===== src/rtl/ranc_loader_pkg.sv =====
// Shared definitions for the RANC core configuration loader:
// opcodes, header field positions, FSM states and the core-select decoder.
package ranc_loader_pkg;

  localparam logic [3:0] OP_PARAM = 4'd1;
  localparam logic [3:0] OP_INST  = 4'd2;

  localparam int HDR_OP_MSB   = 31;
  localparam int HDR_OP_LSB   = 28;
  localparam int HDR_CORE_MSB = 27;
  localparam int HDR_CORE_LSB = 24;
  localparam int HDR_CNT_MSB  = 15;
  localparam int HDR_CNT_LSB  = 0;

  localparam int SLOTS_PER_WORD = 16;

  typedef enum logic [2:0] {
    IDLE,
    PARAM,
    INST_FETCH,
    INST_UNPACK,
    DONE,
    ERR
  } state_t;

  // Full 16-way decode of the header core field; callers keep the low NUM_CORES bits.
  function automatic logic [15:0] core_onehot(input logic [3:0] core);
    return 16'd1 << core;
  endfunction

endpackage


===== src/rtl/loader_inst_unpacker.sv =====
// Splits one latched 32-bit instruction word into sixteen 2-bit instructions,
// one per cycle, producing the shared address/data buses.
module loader_inst_unpacker
  import ranc_loader_pkg::*;
#(
  parameter int IDX_W = 4
) (
  input  logic             clk,
  input  logic             rst_n,
  input  logic             i_load,
  input  logic [31:0]      i_word,
  input  logic [IDX_W-1:0] i_word_idx,
  output logic [IDX_W+3:0] o_addr,
  output logic [1:0]       o_data,
  output logic             o_last_slot
);

  logic [31:0]      r_word;
  logic [3:0]       r_k;
  logic             r_valid;
  logic [IDX_W+3:0] r_addr;
  logic [1:0]       r_data;

  logic [1:0]       w_slot [SLOTS_PER_WORD];
  logic [3:0]       w_k_next;

  genvar gi;
  generate
    for (gi = 0; gi < SLOTS_PER_WORD; gi++) begin : g_slot
      assign w_slot[gi] = r_word[2*gi+1:2*gi];
    end
  endgenerate

  assign w_k_next = r_k + 4'd1;

  // Address and data are registered so they line up with the registered write strobe.
  always_ff @(posedge clk or negedge rst_n) begin
    if (!rst_n) begin
      r_word  <= '0;
      r_k     <= '0;
      r_valid <= 1'b0;
      r_addr  <= '0;
      r_data  <= '0;
    end else if (i_load) begin
      r_word  <= i_word;
      r_k     <= '0;
      r_valid <= 1'b1;
      r_addr  <= {i_word_idx, 4'd0};
      r_data  <= i_word[1:0];
    end else if (r_valid) begin
      if (r_k == 4'd15) begin
        r_valid <= 1'b0;
      end else begin
        r_k    <= w_k_next;
        r_addr <= {r_addr[IDX_W+3:4], w_k_next};
        r_data <= w_slot[w_k_next];
      end
    end
  end

  assign o_addr      = r_addr;
  assign o_data      = r_data;
  assign o_last_slot = r_valid && (r_k == 4'd15);

endmodule


===== src/rtl/core_config_loader.sv =====
// Configuration sequencer for a RANC core grid: decodes header/data words and
// drives one-hot parameter and neuron-instruction write strobes to each core.
module core_config_loader
  import ranc_loader_pkg::*;
#(
  parameter int NUM_CORES   = 6,
  parameter int NUM_NEURONS = 256
) (
  input  logic                           clk,
  input  logic                           reset_n,
  input  logic [31:0]                    s_data,
  input  logic                           s_valid,
  output logic                           s_ready,
  output logic [NUM_CORES-1:0]           param_wen,
  output logic [31:0]                    param_data_out,
  output logic [NUM_CORES-1:0]           neuron_inst_wen,
  output logic [$clog2(NUM_NEURONS)-1:0] neuron_inst_address,
  output logic [1:0]                     neuron_inst_data,
  output logic                           busy,
  output logic                           done,
  output logic                           error
);

  localparam int ADDR_W    = $clog2(NUM_NEURONS);
  localparam int IDX_W     = ADDR_W - 4;
  localparam int NUM_WORDS = NUM_NEURONS / SLOTS_PER_WORD;
  localparam logic [IDX_W-1:0] LAST_IDX = IDX_W'(NUM_WORDS - 1);

  state_t               r_state;
  logic                 r_s_ready;
  logic [NUM_CORES-1:0] r_onehot;
  logic [15:0]          r_count;
  logic [IDX_W-1:0]     r_word_idx;
  logic [NUM_CORES-1:0] r_param_wen;
  logic [31:0]          r_param_data;
  logic [NUM_CORES-1:0] r_inst_wen;
  logic                 r_busy;
  logic                 r_done;
  logic                 r_error;

  logic                 w_xfer;
  logic [3:0]           w_op;
  logic [3:0]           w_core;
  logic [15:0]          w_count;
  logic [15:0]          w_dec;
  logic [NUM_CORES-1:0] w_onehot;
  logic                 w_bad_hdr;
  logic                 w_load;
  logic                 w_last_slot;

  assign w_xfer    = s_valid && r_s_ready;
  assign w_op      = s_data[HDR_OP_MSB:HDR_OP_LSB];
  assign w_core    = s_data[HDR_CORE_MSB:HDR_CORE_LSB];
  assign w_count   = s_data[HDR_CNT_MSB:HDR_CNT_LSB];
  assign w_dec     = core_onehot(w_core);
  assign w_onehot  = w_dec[NUM_CORES-1:0];
  assign w_bad_hdr = !((w_op == OP_PARAM) || (w_op == OP_INST)) || (32'(w_core) >= NUM_CORES);
  assign w_load    = w_xfer && (r_state == INST_FETCH);

  loader_inst_unpacker #(
    .IDX_W (IDX_W)
  ) u_unpacker (
    .clk         (clk),
    .rst_n       (reset_n),
    .i_load      (w_load),
    .i_word      (s_data),
    .i_word_idx  (r_word_idx),
    .o_addr      (neuron_inst_address),
    .o_data      (neuron_inst_data),
    .o_last_slot (w_last_slot)
  );

  always_ff @(posedge clk or negedge reset_n) begin
    if (!reset_n) begin
      r_state      <= IDLE;
      r_s_ready    <= 1'b0;
      r_onehot     <= '0;
      r_count      <= '0;
      r_word_idx   <= '0;
      r_param_wen  <= '0;
      r_param_data <= '0;
      r_inst_wen   <= '0;
      r_busy       <= 1'b0;
      r_done       <= 1'b0;
      r_error      <= 1'b0;
    end else begin
      r_param_wen <= '0;
      r_done      <= 1'b0;
      r_error     <= 1'b0;
      case (r_state)
        IDLE: begin
          // Also raises s_ready one cycle after reset release.
          r_s_ready <= 1'b1;
          if (w_xfer) begin
            r_busy   <= 1'b1;
            r_onehot <= w_onehot;
            if (w_bad_hdr) begin
              r_state   <= ERR;
              r_error   <= 1'b1;
              r_s_ready <= 1'b0;
            end else if (w_op == OP_PARAM && w_count == 16'd0) begin
              r_state   <= DONE;
              r_done    <= 1'b1;
              r_s_ready <= 1'b0;
            end else if (w_op == OP_PARAM) begin
              r_state <= PARAM;
              r_count <= w_count;
            end else begin
              r_state    <= INST_FETCH;
              r_word_idx <= '0;
            end
          end
        end
        PARAM: begin
          if (w_xfer) begin
            r_param_wen  <= r_onehot;
            r_param_data <= s_data;
            r_count      <= r_count - 16'd1;
            if (r_count == 16'd1) begin
              r_state   <= DONE;
              r_done    <= 1'b1;
              r_s_ready <= 1'b0;
            end
          end
        end
        INST_FETCH: begin
          if (w_xfer) begin
            r_state    <= INST_UNPACK;
            r_inst_wen <= r_onehot;
            r_s_ready  <= 1'b0;
          end
        end
        INST_UNPACK: begin
          if (w_last_slot) begin
            r_inst_wen <= '0;
            if (r_word_idx == LAST_IDX) begin
              r_state <= DONE;
              r_done  <= 1'b1;
            end else begin
              r_word_idx <= r_word_idx + 1'b1;
              r_state    <= INST_FETCH;
              r_s_ready  <= 1'b1;
            end
          end
        end
        DONE, ERR: begin
          r_state   <= IDLE;
          r_busy    <= 1'b0;
          r_s_ready <= 1'b1;
        end
        default: begin
          r_state   <= IDLE;
          r_busy    <= 1'b0;
          r_s_ready <= 1'b0;
        end
      endcase
    end
  end

  assign s_ready         = r_s_ready;
  assign param_wen       = r_param_wen;
  assign param_data_out  = r_param_data;
  assign neuron_inst_wen = r_inst_wen;
  assign busy            = r_busy;
  assign done            = r_done;
  assign error           = r_error;

endmodule


===== config.mk =====
export PLATFORM = sky130hd
export DESIGN_NAME = core_config_loader
export DESIGN_NICKNAME = d
export VERILOG_FILES = /design/src/rtl/ranc_loader_pkg.sv /design/src/rtl/loader_inst_unpacker.sv /design/src/rtl/core_config_loader.sv
export SDC_FILE = /design/constraint.sdc
export NUM_CORES = 1
export LEC_CHECK = 0
export BUFFER_PORTS_ARGS = -buffer_cell sky130_fd_sc_hd__buf_4
export CAP_MARGIN = 10
export CORE_ASPECT_RATIO = 0.7
export CORE_UTILIZATION = 51
export CTS_CLUSTER_DIAMETER = 200
export CTS_CLUSTER_SIZE = 25
export DETAILED_ROUTE_END_ITERATION = 8
export PLACE_DENSITY = 0.76
export SYNTH_ARGS = -nofsm -noshare
export SYNTH_HDL_FRONTEND = slang
export SYNTH_HIERARCHICAL = 1
export SYNTH_SLANG_ARGS = --single-unit

===== constraint.sdc =====
create_clock -name clk -period 2.48 [get_ports clk]
set_clock_uncertainty 0.15 [all_clocks]
set_input_delay 0.372 -clock clk [delete_from_list [all_inputs] [get_ports clk]]
set_output_delay 0.372 -clock clk [all_outputs]
set_load 0.02 [all_outputs]

==> results.py, run 1 <==
metrics = {
    "yosys": {
        "syn-num-nets": 577,
        "syn-instance-count": 538,
        "yosysSeqAreaShare_pct": 52.1,
        "synth_most_common_cell": "nand2_1",
        "synth_cell_type_count": 69,
        "yosys_warnings": 6,
        "yosysTopAreaCellShare_pct": 52.1,
        "synthTopCellsByCount": "125 x nand2_1, 120 x dfrtp_1, 38 x mux2_2, 26 x nor2_1",
        "synth-edff-count": 0,
        "yosysTopAreaCell": "dfrtp_1",
        "avgSynthCellArea_um2": 10.7,
        "synth-async-reset-ratio_pct": 100,
        "synth_flop_cell": "dfrtp_1",
        "ys_ff_latch": 120,
        "synth.area.top_cells": "dfrtp_1 52%, nand2_1 8.1%, mux2_2 7.4%, mux4_2 3.1%, nor2_1 1.7%",
        "syn-cell-area_um2": 5770,
    },
    "detailed_routing": {
        "via_per_inst": 5.63,
        "wl_um": 14100,
        "drc": 0,
        "drtIter0Drc": 352,
        "ant_nets": 0,
        "dr.pass1.iters": 7,
        "vias": 4524,
        "routedWlPerCell_um": 17.5,
    },
    "critical_path": {
        "reg2reg_from": "u_unpacker/r_k[1]$_DFFE_PN0P_",
        "r2r_slack_ns": 0.23,
        "cp-endpoint": "s_ready$_DFFE_PN0P_",
        "r2r_end": "s_ready$_DFFE_PN0P_",
        "path_class": "reg2reg",
        "cp_max_fo": 5,
        "rr_worst_depth": 8,
        "startpoint": "u_unpacker/r_k[1]$_DFFE_PN0P_",
        "crit_path_start_kind": "flip-flop",
        "worstPathRequired_ns": 2.62,
        "arrival_ns": 2.40,
        "end_kind": "flip-flop",
    },
    "global_routing": {
        "grt_overflow": 0,
        "track_usage_pct": 25.9,
        "grt_max_degree": 64,
        "antenna_found_initial": 0,
        "grt_pass1_vias": 4430,
        "grt_pass1_wl_um": 23100,
    },
    "power_and_ir_drop": {
        "pwr-share-seq_pct": 34.8,
        "p_leak_uw": 0.00350,
        "switching_share_pct": 35.5,
        "p_sw_uw": 3410,
        "p_clk_share_pct": 28.8,
        "p_int_uw": 6190,
        "peakVddDrop_mv": 0.753,
        "power_density_nw_per_um2": 1310,
        "combinationalPowerShare_pct": 36.4,
    },
    "clock_tree": {
        "clock_sinks": 120,
        "clkSlewWorstSetupHoldPaths_ns": 0.05,
        "post-cts-setup-buffers": 0,
        "clock_path_buffers": 2,
        "clk_latency_ns": 0.41,
        "cts_tree": "done",
        "htreeDepth": 4,
        "numCtsBuffers": 17,
        "root_buffer": "clkbuf_16",
    },
    "sta": {
        "hold_viol": 0,
        "tightest_slew_ns": 0.547,
        "slew_headroom_pct": 63.5,
        "drv_slew": 0,
        "period_share_pct": 90.8,
        "setup_violations": 0,
        "rsz0062_at_grt": "no",
        "hold_slack_ns": 0.0112,
        "setup_tns_ns": 0,
        "post-route-min-period_ns": 2.25,
        "fmax_mhz": 444,
    },
    "layout": {
        "final_area_um2": 7320,
        "final_util_pct": 66.4,
        "antenna_cells": 0,
        "layout.nets": 676,
        "area_growth_pct": 26.8,
        "layout-drive-gt1-share_pct": 33.4,
    },
    "worst_hold_path": {
        "hp-class": "in2reg",
    },
    "floorplan": {
        "coreArea_um2": 11000,
        "start_util_pct": 52.4,
        "io_pins": 93,
        "die_h_um": 91.0,
        "core.rowCount": 32,
        "die_area_um2": 11700,
        "dieWidth_um": 129,
    },
    "placed_design": {
        "place_hpwl_um": 9550,
        "place.gp.congestion": 0.987,
        "placed_cell_area_um2": 6630,
        "numPortBuffers": 92,
    },
    "job": {
        "maxCapViolations": 0,
    },
    "outcome": {
        "status": "complete, no violations",
    },
}
## cell type report
cell class,instances,area (um^2)
inverter,9,33.8
multi-input combinational,383,2590
timing repair buffer,106,823
sequential,120,3000
clock inverter,11,191
fill,838,3690
tap,153,191
clock buffer,21,480
## power groups by stage
stage	Clock (uW)	Sequential [uW]	Combinational, uW
after floorplan	0	3590	2020
after detailed placement	0	3340	3470
final	2770	3340	3490
after global placement	0	3290	3380
after CTS	2800	3320	3500
after global routing	2880	3430	3820
## per-layer routing
layer | wire length, um | up-vias | global-route usage [%]
met1 | 6660 | 2236 | 38.8
met3 | 968 | 13 | 6.95
met4 | 169 | 0 | 8.63
met2 | 6270 | 171 | 36.1
met5 | 0 | - | 0
li1 | - | 2104 | -
## logic make-up after synthesis
logic type               synth area share [%]
XOR/XNOR                                 1.04
adder cells (fa/ha/maj)                 0.868
buffers and inverters                    3.12
AO/OA/AOI/OAI                            12.9
AND/OR/NAND/NOR                          18.7
multiplexers                             11.2
flip-flops                               52.1
## cells in the final DEF (no fill, tap or decap), types with 4 or more instances in the layout
cell type	count
nand2_1	125
dfrtp_1	120
buf_4	103
mux2_2	38
nor2_1	25
o21ai_0	17
a21oi_1	17
clkbuf_16	17
nand3_1	11
nor3_1	10
inv_1	9
and3_1	9
a22o_1	9
o21ai_1	9
a21oi_2	8
mux4_2	8
nor4_1	6
nor2b_1	5
xor2_1	5
nand2b_1	5
a31oi_1	5
bufinv_16	5
o31ai_1	4
ha_1	4
clkbuf_8	4
mux2i_1	4
## worst max-delay path, cell delays in order (launching register included)
cell,delay [ns]
dfrtp_1,0.39
ha_1,0.26
nand3_1,0.21
nor2_2,0.29
nand2_1,0.14
o211a_1,0.16
a21oi_2,0.16
o221ai_1,0.14
a22o_1,0.24
## how the worst min path moves through the flow
stage                                      to  slack (ns)  cells after the start        from
2_1_floorplan                busy$_DFFE_PN0P_       -0.07                      0     reset_n
3_3_place_gp           r_count[4]$_DFFE_PN0P_        0.17                      1     reset_n
3_5_place_dp           r_count[2]$_DFFE_PN0P_        0.18                      1     reset_n
4_1_cts        param_data_out[23]$_DFFE_PN0P_       0.006                      3  s_data[23]
5_1_grt        param_data_out[16]$_DFFE_PN0P_        0.03                      3  s_data[16]
6_report       param_data_out[23]$_DFFE_PN0P_        0.01                      3  s_data[23]
## metrics by stage
step	power, uW	setup slack [ns]	instances
floorplan	5600	0.110	538
global placement	6670	0.347	770
detailed placement	6800	0.206	770
CTS	9620	0.170	803
global route	10100	0.0686	803
finish	9600	0.228	803
## sequential cells by signal, summed over array words and instances, names as in the netlist
name                flops
busy                    1
done                    1
error                   1
neuron_inst_wen         6
param_data_out         32
param_wen               6
r_count                16
r_onehot                6
r_state                 3
r_word_idx              4
s_ready                 1
u_unpacker/o_addr       4
u_unpacker/o_data       2
u_unpacker/r_k          4
u_unpacker/r_valid      1
u_unpacker/r_word      32
## what timing repair did
action	CTS	global route
endpoints found under the hold margin	29	0
gates resized for setup	0	1
setup endpoints to repair	0	2
hold buffers	1	0
No activity file was read; power rests on OpenSTA's default activity.
==> run 2, diff against run 1 <==
--- a/config.mk
+++ b/config.mk
@@ -8,11 +8,11 @@
 export BUFFER_PORTS_ARGS = -buffer_cell sky130_fd_sc_hd__buf_4
 export CAP_MARGIN = 10
 export CORE_ASPECT_RATIO = 0.7
-export CORE_UTILIZATION = 51
+export CORE_UTILIZATION = 57
 export CTS_CLUSTER_DIAMETER = 200
 export CTS_CLUSTER_SIZE = 25
 export DETAILED_ROUTE_END_ITERATION = 8
-export PLACE_DENSITY = 0.76
+export PLACE_DENSITY = 0.8
 export SYNTH_ARGS = -nofsm -noshare
 export SYNTH_HDL_FRONTEND = slang
 export SYNTH_HIERARCHICAL = 1
==> constraint.sdc (replaced) <==
create_clock -name clk -period 2.4 [get_ports clk]
set_clock_uncertainty 0.15 [all_clocks]
set_input_delay 0.12 -clock clk [delete_from_list [all_inputs] [get_ports clk]]
set_output_delay 0.12 -clock clk [all_outputs]
set_load 0.02 [all_outputs]
==> results.py, run 2 (synthesis results as in run 1) <==
metrics = {
    "outcome": {
        "status": "complete, no violations",
    },
    "clock_tree": {
        "clk_latency_ns": 0.42,
        "root_buffer": "clkbuf_16",
        "numCtsBuffers": 17,
        "clock_path_buffers": 2,
        "clkSlewWorstSetupHoldPaths_ns": 0.06,
        "htreeDepth": 4,
        "clock_sinks": 120,
        "cts_tree": "done",
    },
    "global_routing": {
        "grt_overflow": 0,
        "track_usage_pct": 31.0,
        "grt_max_degree": 98,
        "grt_pass1_vias": 4774,
        "grt_pass1_wl_um": 24400,
        "antenna_found_initial": 0,
    },
    "floorplan": {
        "die_h_um": 86.2,
        "io_pins": 93,
        "core.rowCount": 30,
        "coreArea_um2": 9760,
        "dieWidth_um": 122,
        "start_util_pct": 59.1,
        "die_area_um2": 10500,
    },
    "placed_design": {
        "place_inst": 742,
        "place_hpwl_um": 9390,
        "numPortBuffers": 92,
        "post-place-ws_ns": 0.252,
        "place.gp.congestion": 0.900,
    },
    "detailed_routing": {
        "dr.pass1.iters": 5,
        "vias": 4859,
        "drc": 0,
        "routedWlPerCell_um": 19.1,
        "drtIter0Drc": 492,
        "via_per_inst": 5.96,
        "wl_um": 15600,
        "ant_nets": 0,
    },
    "layout": {
        "layout.nets": 713,
        "final_common_cell": "nand2_1",
        "area_growth_pct": 32.0,
        "instances_no_fill": 815,
        "final_util_pct": 78.0,
        "final_cell_mix": "125 x nand2_1, 120 x dfrtp_1, 104 x buf_4, 38 x mux2_2, 36 x dlygate4sd3_1",
        "fillers": 593,
        "seq_area_um2": 3000,
        "antenna_cells": 0,
        "layout-drive-gt1-share_pct": 31.7,
        "multiInputGateArea_um2": 2610,
    },
    "sta": {
        "drv_slew": 0,
        "rsz0062_at_grt": "no",
        "fin_ws_ns": 0.0735,
        "slew_headroom_pct": 62.8,
        "fmax_mhz": 430,
        "post-route-min-period_ns": 2.33,
        "setup_violations": 0,
        "period_share_pct": 96.9,
        "tightest_slew_ns": 0.558,
        "hold_viol": 0,
        "setup_tns_ns": 0,
    },
    "power_and_ir_drop": {
        "power_uw": 9850,
        "p_leak_uw": 0.00365,
        "peakVddDrop_mv": 0.775,
        "power_density_nw_per_um2": 1290,
    },
    "job": {
        "maxCapViolations": 0,
    },
    "critical_path": {
        "worstPathRequired_ns": 2.60,
        "crit_path_start_kind": "flip-flop",
        "startpoint": "r_state[1]$_DFFE_PN0P_",
        "cp_max_fo": 16,
        "arrival_ns": 2.52,
        "path_class": "reg2reg",
        "reg2reg_from": "r_state[1]$_DFFE_PN0P_",
        "end_kind": "flip-flop",
    },
    "worst_hold_path": {
        "hp-class": "in2async",
    },
}
-- run 2: cell types whose count changed in the layout (fill, tap and decap cells not counted), moves of 2 or more --
cell / change
dlygate4sd3_1: +35
bufinv_16: -2
clkbuf_1: +2
clkbuf_8: -2
clkinv_4: +2
o41ai_1: -2
o41ai_2: +2
-- run 2: final cells by class --
cell class	instances	share of cell area (%)
clock inverters	11	1.94
inverters	9	0.444
flip-flops and latches	120	39.5
multi-input cells	383	34.2
well taps	128	2.10
clock buffers	21	6.05
repair buffers	143	15.8
-- run 2: power by group --
part           total (uW)  internal (uW)  leakage (uW)  switching (uW)
sequential           3470           2810       0.00155             659
combinational        3780           1710       0.00181            2060
clock                2610           1690      0.000285             920
-- run 2: worst paths after layout --
kind                                                endpoint  slack [ns]  depth (start not counted)
max                                  r_onehot[4]$_DFFE_PN0P_        0.07                          4
min                           neuron_inst_wen[3]$_DFFE_PN0P_      0.0002                          2
max reg2reg                          r_onehot[4]$_DFFE_PN0P_        0.07                          4
min reg2reg                    param_data_out[9]$_DFFE_PN0P_        0.33                          2
max in group asynchronous  u_unpacker/r_word[29]$_DFFE_PN0P_        1.26                          3
min in group clk                         s_ready$_DFFE_PN0P_        0.02                          3
-- run 2: critical path: stages, from the launching register on --
cell and delay, ns:
dfrtp_1 0.49, and4bb_4 0.44, nand2b_2 0.21, o41ai_2 0.36, dlygate4sd3_1 0.60
-- run 2: per-stage QoR --
step                      cell area, um^2  hold slack [ns]
after global routing                 7610           0.0304
after global placement               6580           -0.115
after detailed placement             6580           -0.109
after floorplan                      5770           -0.326
final                                7610         0.000164
after CTS                            7550         0.000565
-- run 2: per-layer routing --
| metal | part of all wire [%] | vias up | global-route usage (%) |
|---|---|---|---|
| met5 | 0 | - | 0 |
| met1 | 42 | 2397 | 42.2 |
| met4 | 2.1 | 0 | 13.1 |
| li1 | - | 2186 | - |
| met3 | 8.1 | 39 | 8.58 |
| met2 | 48 | 237 | 46.9 |
-- run 2: timing repair --
action                                  4_1_cts  5_1_grt
setup buffers                                 0        5
endpoints found under the hold margin       204        0
gates resized for setup                       0        2
hold buffers                                 36        0
endpoints found under the setup margin        0        3
